## src/rtl/pwm_generator.sv

```systemverilog
// pwm_generator: double-buffered, phase-centred PWM output stage, one pulse per period per channel
module pwm_generator #(
  parameter int WIDTH = 13,
  parameter int DEPTH = 1
) (
  input  logic             CLK_PWM,
  input  logic             RST_N,
  input  logic             SYNC,
  input  logic             IN_VALID,
  input  logic [WIDTH-1:0] CYCLE        [0:DEPTH-1],
  input  logic [WIDTH-1:0] DUTY         [0:DEPTH-1],
  input  logic [WIDTH-1:0] PHASE        [0:DEPTH-1],
  output logic             PWM_OUT      [0:DEPTH-1],
  output logic             PERIOD_START [0:DEPTH-1]
);
  for (genvar c = 0; c < DEPTH; c++) begin : g_ch
    logic [WIDTH-1:0]        cyc_p_q, rise_p_q, fall_p_q;
    logic [WIDTH-1:0]        cyc_a_q, rise_a_q, fall_a_q;
    logic                    full_p_q, full_a_q;
    logic [WIDTH-1:0]        t_q, t_d;
    logic                    pwm_q, pwm_d, ps_q;
    logic                    swap;
    logic [WIDTH-1:0]        ph, h, rise_d, fall_d;
    logic signed [WIDTH:0]   rs;
    logic [WIDTH:0]          fs;
    // rise/fall edges from centre and duty; the odd extra clock of DUTY lands after the centre
    always_comb begin
      ph     = PHASE[c] < CYCLE[c] ? PHASE[c] : PHASE[c] - CYCLE[c];
      h      = DUTY[c] >> 1;
      rs     = $signed({1'b0, ph}) - $signed({1'b0, h});
      rise_d = rs[WIDTH] ? rs[WIDTH-1:0] + CYCLE[c] : rs[WIDTH-1:0];
      fs     = {1'b0, ph} + {1'b0, DUTY[c] - h};
      fall_d = fs >= {1'b0, CYCLE[c]} ? fs[WIDTH-1:0] - CYCLE[c] : fs[WIDTH-1:0];
    end
    // counter wrap/realign and the next output level from the active bank
    always_comb begin
      swap  = SYNC || cyc_a_q < WIDTH'(2) || t_q >= cyc_a_q - WIDTH'(1);
      t_d   = swap ? '0 : t_q + WIDTH'(1);
      pwm_d = full_a_q             ? 1'b1 :
              rise_a_q < fall_a_q  ? (t_q >= rise_a_q && t_q < fall_a_q) :
              rise_a_q > fall_a_q  ? (t_q >= rise_a_q || t_q < fall_a_q) : 1'b0;
    end
    // pending bank captures each strobe; active bank only changes at a period boundary or SYNC
    always_ff @(posedge CLK_PWM or negedge RST_N) begin
      if (!RST_N) begin
        cyc_p_q  <= '0;
        rise_p_q <= '0;
        fall_p_q <= '0;
        full_p_q <= 1'b0;
        cyc_a_q  <= '0;
        rise_a_q <= '0;
        fall_a_q <= '0;
        full_a_q <= 1'b0;
        t_q      <= '0;
        pwm_q    <= 1'b0;
        ps_q     <= 1'b0;
      end else begin
        if (IN_VALID) begin
          cyc_p_q  <= CYCLE[c];
          rise_p_q <= rise_d;
          fall_p_q <= fall_d;
          full_p_q <= DUTY[c] >= CYCLE[c];
        end
        if (swap) begin
          cyc_a_q  <= cyc_p_q;
          rise_a_q <= rise_p_q;
          fall_a_q <= fall_p_q;
          full_a_q <= full_p_q;
        end
        t_q   <= t_d;
        pwm_q <= pwm_d;
        ps_q  <= t_q == '0;
      end
    end
    assign PWM_OUT[c]      = pwm_q;
    assign PERIOD_START[c] = ps_q;
  end
endmodule
```

## config.mk

```make
export PLATFORM = sky130hd
export DESIGN_NAME = pwm_generator
export DESIGN_NICKNAME = d
export VERILOG_FILES = /design/src/rtl/pwm_generator.sv
export SDC_FILE = /design/constraint.sdc
export NUM_CORES = 1
export LEC_CHECK = 0
export CORE_ASPECT_RATIO = 1.2
export CORE_MARGIN = 2
export CORE_UTILIZATION = 63
export CTS_CLUSTER_SIZE = 20
export DETAILED_ROUTE_END_ITERATION = 7
export PLACE_DENSITY_LB_ADDON = 0.05
export SLEW_MARGIN = 20
export SYNTH_ARGS = -nofsm -noshare
export SYNTH_HDL_FRONTEND = slang
export SYNTH_SLANG_ARGS = --single-unit
```

## constraint.sdc

```tcl
create_clock -name CLK_PWM -period 6.84 [get_ports CLK_PWM]
set_input_delay 1.026 -clock CLK_PWM [delete_from_list [all_inputs] [get_ports CLK_PWM]]
set_output_delay 1.026 -clock CLK_PWM [all_outputs]
set_load 0.005 [all_outputs]
```

==> results of run 1 <==
-- flip-flops by register name (all words and copies together) (netlist names) --
register / count
PWM_OUT: 1
g_ch.full_a_q: 1
g_ch.fall_p_q: 13
g_ch.rise_a_q: 13
g_ch.cyc_a_q: 13
g_ch.fall_a_q: 13
g_ch.t_q: 13
g_ch.cyc_p_q: 13
g_ch.rise_p_q: 13
PERIOD_START: 1
g_ch.full_p_q: 1
-- logic make-up (layout without fill, tap and decap cells) --
logic type / after synthesis / count (layout) / synth area share, %
simple gates: 271 / 271 / 14.7
compound gates: 237 / 237 / 17.5
fa+ha+maj: 148 / 148 / 20.9
buf+inv: 106 / 201 / 4.73
flops: 95 / 95 / 26.2
xor+xnor: 80 / 80 / 7.72
mux: 68 / 68 / 8.22
-- path summary, 6_finish.rpt --
path / startpoint / endpoint / slack [ns] / cells past startpoint
hold reg to reg: g_ch[0].full_a_q / PWM_OUT / 0.48 / 2
setup / recovery: CYCLE[6] / g_ch[0].rise_p_q[11] / 0.35 / 25
min in group asynchronous: RST_N / g_ch[0].rise_a_q[0] / 0.66 / 1
setup reg to reg: g_ch[0].cyc_a_q[3] / g_ch[0].rise_a_q[3] / 2.35 / 11
max in group asynchronous: RST_N / g_ch[0].t_q[8] / 5.08 / 2
hold / removal: g_ch[0].full_a_q / PWM_OUT / 0.48 / 2
-- layout by cell type (no fill, tap or decap), drive strengths merged, types with 3 or more instances in the layout --
cell / n
a2111oi: 3
a211oi: 6
a21boi: 4
a21o: 27
a21oi: 82
a31o: 7
a31oi: 8
a41oi: 3
and2: 15
and3: 14
and4: 6
buf: 59
clkbuf: 10
clkdlybuf4s50: 42
clkinv: 3
dfrtp: 95
fa: 6
ha: 142
inv: 84
mux2: 52
mux2i: 16
nand2: 59
nand2b: 11
nand3: 20
nand4: 7
nor2: 81
nor2b: 15
nor3: 18
nor4: 7
o211ai: 5
o21a: 14
o21ai: 45
o21bai: 4
o22ai: 3
o31ai: 3
o41ai: 3
or2: 7
or3: 5
xnor2: 56
xor2: 24
-- through the flow --
stage	total power [mW]	setup WS, ns	util [%]	cells	TNS (ns)
6_report	3.48	0.348	73.0	1275	0
5_1_grt	3.77	0.0120	73.0	1275	0
4_1_cts	3.48	0.347	73.0	1275	0
3_5_place_dp	2.90	-0.00569	70.6	1259	-0.00569
3_3_place_gp	2.85	0.102	70.6	1259	0
2_1_floorplan	2.34	0.532	-	1005	0
-- cells in the mapped netlist, types with 16 or more instances --
library cell and n:
ha_1 142, dfrtp_1 95, inv_1 84, a21oi_1 81, nor2_1 81, nand2_1 58
xnor2_1 56, mux2_2 52, o21ai_0 41, a21o_1 27, xor2_1 24, nand3_1 20
nor3_1 18, mux2i_1 16
-- timing repair --
| item | 4_1_cts | 5_1_grt |
|---|---|---|
| hold buffers | 0 | 0 |
| resized for setup | 0 | 3 |
| buffers inserted | 0 | 0 |
| endpoints found under the setup margin | 0 | 9 |
-- power groups by stage --
| stage | Sequential, mW | Combinational [mW] | Clock (mW) |
|---|---|---|---|
| 2_1_floorplan | 0.825 | 1.52 | 0 |
| 3_3_place_gp | 0.869 | 1.98 | 0 |
| 3_5_place_dp | 0.873 | 2.02 | 0 |
| 4_1_cts | 0.865 | 2.05 | 0.559 |
| 5_1_grt | 0.886 | 2.31 | 0.579 |
| 6_report | 0.867 | 2.06 | 0.553 |
-- per-layer routing --
layer,up-vias,routed length (um)
met2,158,12100
met4,0,1150
li1,3785,-
met5,-,0
met1,3607,9360
met3,62,481
-- area by class of cell --
class | instances | share of cell area [%]
clock inverters | 6 | 0.903
inverters | 84 | 3.03
repair buffers | 101 | 8.40
well taps | 175 | 2.11
clock buffers | 10 | 2.30
flip-flops and latches | 95 | 22.9
multi-input cells | 804 | 60.4
-- critical path, cell delays in order --
cell	delay (ns)
clkdlybuf4s50_1	0.51
inv_1	0.09
ha_1	0.40
nand4_2	0.19
a2111oi_4	0.34
o21ai_2	0.12
and3_2	0.26
buf_4	0.16
o21ai_0	0.34
ha_1	0.36
a21oi_1	0.17
and3_1	0.16
o311ai_0	0.17
a31o_2	0.29
a21oi_1	0.21
xnor2_1	0.20
ha_1	0.34
and3_1	0.20
and3_1	0.18
o31ai_1	0.32
a21boi_0	0.14
nor2_1	0.16
xnor2_1	0.15
mux2i_1	0.10
a21oi_1	0.17
==> results.md, run 1 <==
* Clock period minus worst slack at 6.49 ns
* Arrival @ worst endpoint at 6.76 ns
* Die W at 114 um
* Worst Setup Start Kind: primary input
* CTS H-tree lvls at 3
* Bufs on Longest Clock Path at 2
* Die Y at 135 um
* Final WL at 23,100 um
* Post-synth top area share at 26.2%
* Hold Violations, Final at 0
* Clock-pin slew on the worst setup and hold paths at 0.07 ns
* Total of max-cap violations at 0
* Final instance area at 0.0104 mm2
* Clock power share at 15.9%
* Combinational power share at 59.2%
* Pin slew with the least headroom to its limit at 1.16 ns
* Vias in the first global route at 7,561
* Largest net degree at the start of global routing at 73
* Num CTS Buffers at 9
* Final HPWL DP at 18,900 um
* Final setup viols at 0
* Cell Area, Synth at 0.00907 mm2
* Sequential Power Share at 24.9%
* WHS at 0.475 ns
* Switching power at 1.41 mW
* Via count at 7,612
* Initial antenna violation count at 0
* Netlist cell types at 72
* Clock Latency Late Sink at 0.34 ns
* Area of the core at 0.0142 mm2
* Final ANT Viol Nets at 0
* GRT Residual Overflow at 0
* # port buffers at 44
* Multi-input logic area at 0.00628 mm2
* GP Congestion at 0.971
* Register area at 0.00238 mm2
* Maximum clock frequency at 154 MHz
* First-pass GRT wire length at 37,200 um
* Slew Limit Fails at 0
* Syn avg cell area at 9.03 um2
* Fraction of power spent switching nets at 40.6%
* Drt pass-1 iters at 5
* Top cells by area, synth: dfrtp_1, ha_1, mux2_2
* Prevailing post-synth register cell: dfrtp_1
* Max transition margin at 20.5%
* Top Usage Layer GRT: met2
* CTS Root Buffer Type: clkbuf_16
* Hold Crit Class: reg -> reg
* Initial drt markers at 411
* Clock sink count at 95
* TritonCTS clock tree: built
* Placed instance area at 0.0101 mm2
* Cell taking the most area after synthesis: dfrtp_1
* DR vias/cell at 5.97
* Global Route Usage Sum at 30.9%
* Die ar. at 0.0154 mm2
* Core Rows at 48
* Met2 Use GR at 58.0%
* Synth Instances at 1,005
* Unrepaired setup endpoints after global routing: no
* Area Growth Syn to Fin at 14.6%
* CP endpoint kind: register
* Post-synth EDFFs at 0
* Peak VDD IR at 0.153 mV
* Sequential share of the synthesized area at 26.2%
* Post-synth ARST share at 100%
* Nets at 1,286
* Initial Util at 63.7%
* Leak pwr at 5.04 nW
* Layout fillers at 1,160
* Post-detailed-route wirelength per cell at 18.1 um
* Tcrit/Tclk final at 94.9%
* Yosys warns at 0
* Pwr/cell area at 335 mW/mm2
* GR met1 Demand/Resource at 35.0%
* Syn Nets at 1,196
* Antenna cell count at 0
* Worst Path Required at 7.11 ns
* Yosys reg bits at 95
* # IOs at 45
* Status: complete, no violations
* Met3 GRT Util at 2.55%
* Int Pwr at 2.07 mW
* WS Path Type: in -> reg
* Clock Skew at 0.00763 ns
* CP Max Fanout at 6
* Layout cells sized above 1 at 14.0%
* DRC viols at 0
Power figures use the tool's default switching activity.
==> run 2: changes to the inputs <==
==> constraint.sdc (replaced) <==
create_clock -name CLK_PWM -period 6.84 [get_ports CLK_PWM]
set_input_delay 1.026 -clock CLK_PWM [delete_from_list [all_inputs] [get_ports CLK_PWM]]
set_output_delay 1.026 -clock CLK_PWM [all_outputs]
set_load 0.05 [all_outputs]
==> results of run 2 <==
Same layout as run 1 (identical final DEF). Status: complete, no violations.
Main changes from that run: total power 3.48 mW -> 3.49 mW
